===== src/rtl/key_event_capture.sv =====
// Push-button reader: 2-flop sync, tick-paced debounce, sticky press/release flags, level IRQ.
// Define KEY_LONGPRESS_EN to add per-key long-press detection; otherwise long_evt is tied to 0.
module key_event_capture #(
    parameter int NUM_KEYS       = 4,
    parameter bit KEY_ACTIVE_LOW = 1'b1,
    parameter int DB_SAMPLES     = 4,
    parameter int LONG_TICKS     = 200
) (
    input  logic                clk,
    input  logic                RSTn,
    input  logic [NUM_KEYS-1:0] key_in,
    input  logic [31:0]         debounce_period,
    input  logic                irq_en,
    input  logic [NUM_KEYS-1:0] evt_clr,
    output logic [NUM_KEYS-1:0] key_state,
    output logic [NUM_KEYS-1:0] press_evt,
    output logic [NUM_KEYS-1:0] release_evt,
    output logic [NUM_KEYS-1:0] long_evt,
    output logic                irq
);
    localparam int            DW      = $clog2(DB_SAMPLES + 1);
    localparam logic [DW-1:0] DB_LAST = DW'(DB_SAMPLES - 1);
    localparam logic [NUM_KEYS-1:0] INVERT = {NUM_KEYS{KEY_ACTIVE_LOW}};

    logic [NUM_KEYS-1:0] sync1_reg;
    logic [NUM_KEYS-1:0] sync2_reg;
    logic [31:0]         tick_cnt_reg;
    logic                tick;
    logic [NUM_KEYS-1:0] state_vec;
    logic [NUM_KEYS-1:0] press_vec;
    logic [NUM_KEYS-1:0] release_vec;
    logic [NUM_KEYS-1:0] long_vec;
    logic                irq_reg;

    // >= rather than == so a shrinking period never has to wrap the counter
    assign tick = (tick_cnt_reg >= debounce_period);

    always_ff @(posedge clk) begin
        if (!RSTn) begin
            sync1_reg    <= '0;
            sync2_reg    <= '0;
            tick_cnt_reg <= '0;
        end else begin
            sync1_reg    <= key_in ^ INVERT;
            sync2_reg    <= sync1_reg;
            tick_cnt_reg <= tick ? 32'd0 : tick_cnt_reg + 32'd1;
        end
    end

    generate
        for (genvar gi = 0; gi < NUM_KEYS; gi++) begin : g_key
            logic [DW-1:0] db_cnt_reg;
            logic          state_reg;
            logic          press_reg;
            logic          release_reg;
            logic          accept;
            logic          press_set;
            logic          release_set;

            assign accept      = tick && (sync2_reg[gi] != state_reg) && (db_cnt_reg == DB_LAST);
            assign press_set   = accept && !state_reg;
            assign release_set = accept && state_reg;

            always_ff @(posedge clk) begin
                if (!RSTn) begin
                    db_cnt_reg  <= '0;
                    state_reg   <= 1'b0;
                    press_reg   <= 1'b0;
                    release_reg <= 1'b0;
                end else begin
                    if (tick) begin
                        if (sync2_reg[gi] == state_reg) begin
                            db_cnt_reg <= '0;
                        end else if (db_cnt_reg == DB_LAST) begin
                            db_cnt_reg <= '0;
                            state_reg  <= ~state_reg;
                        end else begin
                            db_cnt_reg <= db_cnt_reg + DW'(1);
                        end
                    end
                    // a set on the same edge as a clear must win
                    press_reg   <= (press_reg & ~evt_clr[gi]) | press_set;
                    release_reg <= (release_reg & ~evt_clr[gi]) | release_set;
                end
            end

            assign state_vec[gi]   = state_reg;
            assign press_vec[gi]   = press_reg;
            assign release_vec[gi] = release_reg;

`ifdef KEY_LONGPRESS_EN
            localparam int            LW        = $clog2(LONG_TICKS + 1);
            localparam logic [LW-1:0] HOLD_LAST = LW'(LONG_TICKS - 1);
            logic [LW-1:0] hold_cnt_reg;
            logic          long_reg;
            logic          long_set;

            // saturating at LONG_TICKS guarantees a single long event per press
            assign long_set = tick && state_reg && (hold_cnt_reg == HOLD_LAST);

            always_ff @(posedge clk) begin
                if (!RSTn) begin
                    hold_cnt_reg <= '0;
                    long_reg     <= 1'b0;
                end else begin
                    if (!state_reg) begin
                        hold_cnt_reg <= '0;
                    end else if (tick && (hold_cnt_reg != LW'(LONG_TICKS))) begin
                        hold_cnt_reg <= hold_cnt_reg + LW'(1);
                    end
                    long_reg <= (long_reg & ~evt_clr[gi]) | long_set;
                end
            end

            assign long_vec[gi] = long_reg;
`else
            assign long_vec[gi] = 1'b0;
`endif
        end
    endgenerate

    always_ff @(posedge clk) begin
        if (!RSTn) begin
            irq_reg <= 1'b0;
        end else begin
            irq_reg <= irq_en & (|(press_vec | release_vec | long_vec));
        end
    end

    assign key_state   = state_vec;
    assign press_evt   = press_vec;
    assign release_evt = release_vec;
    assign long_evt    = long_vec;
    assign irq         = irq_reg;

endmodule


===== config.mk =====
export PLATFORM = sky130hd
export DESIGN_NAME = key_event_capture
export DESIGN_NICKNAME = d
export VERILOG_FILES = /design/src/rtl/key_event_capture.sv
export SDC_FILE = /design/constraint.sdc
export NUM_CORES = 1
export LEC_CHECK = 0
export BUFFER_PORTS_ARGS = -buffer_cell sky130_fd_sc_hd__buf_4
export CAP_MARGIN = 30
export CORE_ASPECT_RATIO = 1.75
export CORE_UTILIZATION = 25
export CTS_BUF_LIST = sky130_fd_sc_hd__clkbuf_4 sky130_fd_sc_hd__clkbuf_8 sky130_fd_sc_hd__clkbuf_16
export DETAILED_ROUTE_END_ITERATION = 7
export GPL_TIMING_DRIVEN = 1
export HOLD_SLACK_MARGIN = 0.08
export PLACE_DENSITY_LB_ADDON = 0.2
export SYNTH_ARGS = -nofsm -noshare
export SYNTH_HDL_FRONTEND = slang
export SYNTH_SLANG_ARGS = --single-unit

===== constraint.sdc =====
create_clock -name clk -period 2.5 [get_ports clk]
set_input_delay 0.375 -clock clk [delete_from_list [all_inputs] [get_ports clk]]
set_output_delay 0.375 -clock clk [all_outputs]
set_load 0.1 [all_outputs]

==> run_results.csv, run 1 <==
group,metric,value,unit
final_layout,stdcell_count,664,
power,power.density,568.9,nW/µm²
power,ir_drop,0.3325,mV
power,p_int,2001,µW
floorplanning,dieHeight,160.7,µm
timing,setup_viol,0,
power,switching_share,21.65,%
floorplanning,rows,57,
timing,finalCritPeriodShare,89.93,%
timing,rsz0062_at_grt,"false",
worst_setup_path,crit_required,2750,ps
clock_tree,postCtsHoldBufs,0,
final_layout,area_growth,24.88,%
detailed_routing,vias,2972,
detailed_routing,drcViolationCount,0,
worst_setup_path,critPathArrivalTime,2500,ps
timing,slew_headroom,59.89,%
yosys,ys_types,36,
detailed_routing,first_pass_iters,4,
detailed_routing,drt_wl_total,8.066,mm
floorplanning,die_area,14890,µm²
timing,fin_crit,2248,ps
power,pwr-share-comb,6.8,%
worst_setup_path,reg2reg_from,"tick_cnt_reg[0]",
floorplanning,start_util,25.73,%
global_routing,overflow,0,
yosys,syn-cell-area,3596,µm²
clock_tree,clock_path_buffers,2,
timing,hold_ws,194.5,ps
global_routing,grt_usage,11.45,%
clock_tree,clkTransAtPathRegs,50,ps
clock_tree,cts_sinks,65,
global_routing,antenna_found_initial,0,
status,status,"finished clean",
global_routing,grt_pass1_wl,13.39,mm
floorplanning,core,13980,µm²
timing,tightestPinTransition,601.0,ps
final_layout,largest_reg_flops,32,
timing,clock.fmax,444.8,MHz
placement,dp_cells,648,
global_routing,grt_max_degree,29,
worst_setup_path,ff2ff_path_depth,9,
final_layout,n_antenna_cell,0,
worst_setup_path,critPathCaptureType,"flop",
clock_tree,tritoncts,"yes",
yosys,ys_seq_area_share,36.19,%
yosys,synthesis.instances,428,
global_routing,grt_pass1_vias,2941,
clock_tree,root_buffer,"clkbuf_16",
placement,placement.io_buffers,55,
detailed_routing,vias_per_cell,4.476,
power,power_frac_seq,41.4,%
worst_setup_path,crit_path_start_kind,"flop",
worst_setup_path,reg2reg_to,"g_key[3].state_reg",
detailed_routing,drtIter0Drc,76,
power,finalPower,2555,µW
placement,routabilityCongestion,0.7379,
min_path,min_to,"sync1_reg[3]",
min_path,hp-start,"key_in[3]",
worst_setup_path,rrSetupSlack,250,ps
detailed_routing,wl_per_cell,12.15,µm
clock_tree,cts_buffers,9,
yosys,yosysWarnings,0,
timing,maxSlewViolCount,0,
clock_tree,insertion_delay,330,ps
timing,setup_tns,0,ps
min_path,min_path_type,"in2reg",
power,netSwitchingPower,553.1,µW
clock_tree,htree_num_levels,3,
job,maxCapViolCount,0,
placement,hpwl,6.235,mm
yosys,synth-seq-cells,65,
timing,hold_violations,0,
min_path,worstHoldPathCells,2,
yosys,synth.avg_cell_area,8.402,µm²
final_layout,fin_nets,562,
detailed_routing,antenna_left,0,
floorplanning,ioPinCount,60,
final_layout,drive_above_1_share,18.07,%
power,clockPowerShare,51.9,%
final_layout,final_area,4491,µm²
timing,fin_skew,6.435,ps
power,leakagePower,0.002102,µW
worst_setup_path,path_max_fanout,12,
placement,placed_area,4174,µm²
worst_setup_path,path_class,"reg2reg",
floorplanning,fp.dieW,92.66,µm
## cell usage after synthesis
cell | instances | area share, %
dfxtp_1 | 65 | 36
nor2_1 | 53 | 5.5
ha_1 | 37 | 13
inv_1 | 37 | 3.9
nand2_1 | 34 | 3.5
nand3_1 | 25 | 3.5
xor2_1 | 23 | 5.6
a21oi_1 | 20 | 2.8
o21ai_0 | 18 | 2.5
buf_4 | 16 | 3.3
xnor2_1 | 11 | 2.7
nand4_1 | 10 | 1.7
nand3b_1 | 8 | 1.7
a21o_1 | 7 | 1.5
and3_1 | 7 | 1.2
clkbuf_1 | 6 | 0.63
o211a_1 | 5 | 1.4
o211ai_1 | 5 | 1.0
and2_1 | 4 | 0.70
buf_2 | 4 | 0.56
mux2i_1 | 4 | 1.1
nand2b_1 | 4 | 0.70
nor2b_1 | 4 | 0.70
and4_1 | 3 | 0.73
nor2_2 | 3 | 0.52
nor4_1 | 3 | 0.52
a221oi_1 | 2 | 0.49
or4_1 | 2 | 0.42
a221o_1 | 1 | 0.28
conb_1 | 1 | 0.10
nor3_1 | 1 | 0.14
nor3b_1 | 1 | 0.21
nor3b_4 | 1 | 0.52
nor4b_2 | 1 | 0.42
o21a_1 | 1 | 0.21
o21ai_1 | 1 | 0.14
## worst max-delay path, stage by stage, from the launching register on
cell,delay (ps)
dfxtp_1,320
inv_1,50
ha_1,270
nor3b_1,170
o21ai_0,130
a221o_1,410
o211ai_1,220
buf_4,230
a21o_1,180
mux2i_1,190
## cells in the final DEF (no fill, tap or decap), drive strengths merged
| cell | n |
|---|---|
| buf | 66 |
| dfxtp | 65 |
| nor2 | 56 |
| inv | 37 |
| ha | 37 |
| nand2 | 34 |
| nand3 | 25 |
| xor2 | 23 |
| a21oi | 20 |
| o21ai | 19 |
| xnor2 | 11 |
| nand4 | 10 |
| clkbuf | 10 |
| nand3b | 8 |
| a21o | 7 |
| and3 | 7 |
| o211ai | 5 |
| o211a | 5 |
| nand2b | 4 |
| and2 | 4 |
| nor2b | 4 |
| mux2i | 4 |
| conb | 4 |
| and4 | 3 |
| nor4 | 3 |
| clkinv | 3 |
| a221oi | 2 |
| or4 | 2 |
| bufinv | 2 |
| nor3b | 2 |
| nor4b | 1 |
| o21a | 1 |
| a221o | 1 |
| nor3 | 1 |
| clkinvlp | 1 |
## metal layers
layer  vias to the layer above  share of wire [%]  track usage, %
li1                       1537                  -               -
met1                      1380                 39           11.21
met2                        42                 56           22.36
met3                        13                2.5           2.131
met4                         0                2.1           5.455
met5                         -                  0               0
## what timing repair did
item | in CTS | in global routing
setup endpoints to repair | 0 | 2
setup buffers | 0 | 0
hold endpoints to repair | 0 | 0
gates resized for setup | 0 | 1
## power groups by stage
stage | logic [µW] | registers, µW | clock network, µW
after CTS | 177 | 1060 | 1360
after detailed placement | 176 | 1080 | 0
after global placement | 172 | 1080 | 0
after global routing | 194 | 1060 | 1410
after floorplan | 104 | 1080 | 0
final | 173 | 1060 | 1320
## area by class of cell
type	instances	area, µm²
clock buffer	10	232.7
clock inverter	6	82.58
fill	1514	9488
inverter	37	138.9
multi-input combinational	303	2004
sequential	65	1303
tap	177	221.5
timing repair buffer	66	508.0
## stage by stage
step	setup WS, ps	util, %
finish	251.7	32.13
global route	50.47	32.13
CTS	203.4	32.12
detailed placement	119.2	29.86
global placement	148.7	29.86
floorplan	342.8	-
## cell families after synthesis
family | Yosys count | share of synthesized area, %
DFF | 65 | 36.19
AOI/OAI and AO/OA | 60 | 10.30
other | 1 | 0.1043
and+or+nand+nor | 164 | 22.76
xor gates and xnor gates | 34 | 8.281
muxes | 4 | 1.113
buffers and inverters | 63 | 8.386
adders and majority gates | 37 | 12.87
## how the worst max path moves through the flow
stage / startpoint / end / slack (ps) / cells after the start
finish: tick_cnt_reg[0] / g_key[3].state_reg / 250 / 9
global route: tick_cnt_reg[7] / g_key[1].state_reg / 50 / 8
CTS: tick_cnt_reg[1] / g_key[1].state_reg / 200 / 8
detailed placement: debounce_period[0] / g_key[1].state_reg / 120 / 9
global placement: debounce_period[0] / g_key[1].state_reg / 150 / 9
floorplan: tick_cnt_reg[0] / g_key[0].state_reg / 340 / 9
Note: power is estimated with default switching activity, not from simulation.
==> inputs of run 2 (changes only) <==
Settings changed: ABC_AREA set to 1.
==> run 2 against run 1 <==
Compared with the run above: sequential power about the same; critical endpoint is now tick_cnt_reg[17]; routed wire length grew 15%; largest power group unchanged; maximum frequency increased by 7.2%; synthesized area increased by 10%; final area rose by 8.6%; clock power up 5%; total power is 2.4% higher; non-clock buffer count down 4; critical path type unchanged; combinational power barely moved.
==> run_results.csv, run 2 <==
group,metric,value,unit
final_layout,final_cell_mix,"nand2_1 (121), inv_1 (97), dfxtp_1 (65)",
min_path,hp-start,"key_in[1]",
clock_tree,htree_num_levels,3,
timing,fin_skew,5.815,ps
detailed_routing,drt_wl_total,9.258,mm
yosys,synth-edff-count,0,
worst_setup_path,critPathArrivalTime,2340,ps
final_layout,area_growth,22.78,%
floorplanning,core,15460,µm²
global_routing,antenna_found_initial,0,
floorplanning,die_area,16410,µm²
clock_tree,clock_path_buffers,2,
detailed_routing,drtIter0Drc,107,
final_layout,largest_reg_flops,32,
power,leakagePower,0.002213,µW
min_path,min_to,"sync1_reg[1]",
timing,fin_crit,2098,ps
power,ir_drop,0.3900,mV
detailed_routing,wl_per_cell,11.59,µm
clock_tree,clkTransAtPathRegs,60,ps
worst_setup_path,path_class,"reg2reg",
clock_tree,root_buffer,"clkbuf_16",
timing,setup_tns,0,ps
yosys,syn-cell-area,3971,µm²
yosys,synthFlopType,"dfxtp_1",
yosys,synth.avg_cell_area,7.130,µm²
clock_tree,tritoncts,"yes",
yosys,synth_most_common_cell,"nand2_1",
global_routing,grt_pass1_wl,15.67,mm
yosys,ys_seq_area_share,32.77,%
detailed_routing,first_pass_iters,4,
timing,hold_violations,0,
timing,clock.fmax,476.7,MHz
worst_setup_path,reg2reg_to,"tick_cnt_reg[17]",
worst_setup_path,critPathCaptureType,"flop",
timing,maxSlewViolCount,0,
yosys,synth_top_area_share,32.77,%
detailed_routing,antenna_left,0,
yosys,async_flop_share,0,%
timing,rsz0062_at_grt,"false",
floorplanning,ioPinCount,60,
final_layout,drive_above_1_share,16.80,%
yosys,synth-seq-cells,65,
placement,routabilityCongestion,0.7729,
global_routing,grt_pass1_vias,3572,
clock_tree,ctsResizeCount,0,
worst_setup_path,rrSetupSlack,400,ps
floorplanning,dieHeight,168.7,µm
yosys,synthesis.instances,557,
job,maxCapViolCount,0,
global_routing,overflow,0,
min_path,worstHoldPathCells,2,
clock_tree,cts_sinks,65,
min_path,min_path_type,"in2reg",
global_routing,grt_usage,11.81,%
power,power.density,536.7,nW/µm²
clock_tree,cts_buffers,9,
worst_setup_path,crit_path_start_kind,"flop",
worst_setup_path,path_max_fanout,36,
yosys,ys_types,37,
clock_tree,post_cts_buffers,0,
yosys,synthTopCellsByArea,"dfxtp_1 (33%), ha_1 (12%), nand2_1 (11%)",
floorplanning,rows,60,
detailed_routing,drcViolationCount,0,
yosys,yosysWarnings,0,
timing,setup_viol,0,
timing,hold_ws,196.3,ps
placement,hpwl,7.450,mm
final_layout,final_common_cell,"nand2_1",
detailed_routing,vias,3554,
yosys,yosys.area.top_type,"dfxtp_1",
floorplanning,start_util,25.68,%
final_layout,fin_nets,688,
placement,placement.io_buffers,55,
floorplanning,fp.dieW,97.28,µm
timing,finalCritPeriodShare,83.90,%
detailed_routing,vias_per_cell,4.448,
global_routing,grt_max_degree,37,
yosys,synth.top_cells.by_count,"nand2_1 (121), inv_1 (97), dfxtp_1 (65), nor2_1 (51), a21oi_1 (41)",
worst_setup_path,reg2reg_from,"tick_cnt_reg[7]",
worst_setup_path,crit_required,2750,ps
clock_tree,insertion_delay,330,ps
final_layout,n_antenna_cell,0,
status,status,"finished clean",
clock_tree,postCtsHoldBufs,0,
worst_setup_path,ff2ff_path_depth,11,
==> run 2: changes by cell type after synthesis, sizes merged, moves of 8 or more <==
cell,before,now
nand4,10,21
xor2,23,5
nand3b,8,0
nand3,25,14
nor3,1,14
o22ai,0,8
nand2,34,126
o21ai,19,5
inv,37,99
a21oi,20,41
==> run 2: kinds of logic after synthesis <==
group | synth area share (%)
buffers and inverters | 13.39
other | 0.09443
AOI/OAI and AO/OA | 8.727
and+or+nand+nor | 30.28
xor gates and xnor gates | 3.088
adders and majority gates | 11.66
DFF | 32.77
==> run 2: layer usage <==
layer	vias up	global-route usage, %	routed length (µm)
met5	-	0	0
li1	1873	-	-
met1	1601	11.88	3686
met4	0	4.604	201
met2	68	23.12	5033
met3	12	2.684	336
==> run 2: layout make-up <==
type | instances | area (µm²)
fillers | 1705 | 10590
multi-input cells | 371 | 2150
flip-flops and latches | 65 | 1301
repair buffers | 62 | 490.5
inverters | 99 | 371.6
clock buffers | 11 | 252.7
well taps | 186 | 232.7
clock inverters | 5 | 77.57
==> run 2: report_power, final <==
part           total, µW  switching, µW  internal, µW  leakage, µW
Clock               1390            464           923     0.000162
Combinational        175           99.1          75.5      0.00153
Sequential          1050           8.29          1050     0.000526
Total               2620            572          2050      0.00221
==> run 2: worst max path at each step <==
stage / startpoint / to / slack [ps]
4_1_cts: tick_cnt_reg[7] / tick_cnt_reg[17] / 350
3_5_place_dp: debounce_period[7] / tick_cnt_reg[17] / 240
2_1_floorplan: debounce_period[7] / tick_cnt_reg[0] / 810
3_3_place_gp: debounce_period[7] / tick_cnt_reg[13] / 300
6_report: tick_cnt_reg[7] / tick_cnt_reg[17] / 400
5_1_grt: tick_cnt_reg[7] / tick_cnt_reg[5] / 110
==> run 2: worst max-delay path, cell delays in order, from the launching register on <==
cell and delay (ps):
dfxtp_1 410, ha_1 270, a21oi_1 190, nand2_1 80, nor2_1 90, nand2_1 80, nand2_1 60, nand2_1 70
nand2_1 100, nand3_1 210, buf_12 260, nor3b_1 190
==> run 2: per-stage QoR <==
step                      worst slack (ps)  cell area, µm²  std cells  util, %  power [µW]
after CTS                            346.3            4876        799    31.53        2657
final                                402.5            4876        799    31.53        2617
after detailed placement             241.1            4546        783    29.39        1256
after floorplan                      807.9            3983        560        -        1186
after global routing                 108.5            4876        799    31.53        2727
after global placement               298.4            4546        783    29.39        1250
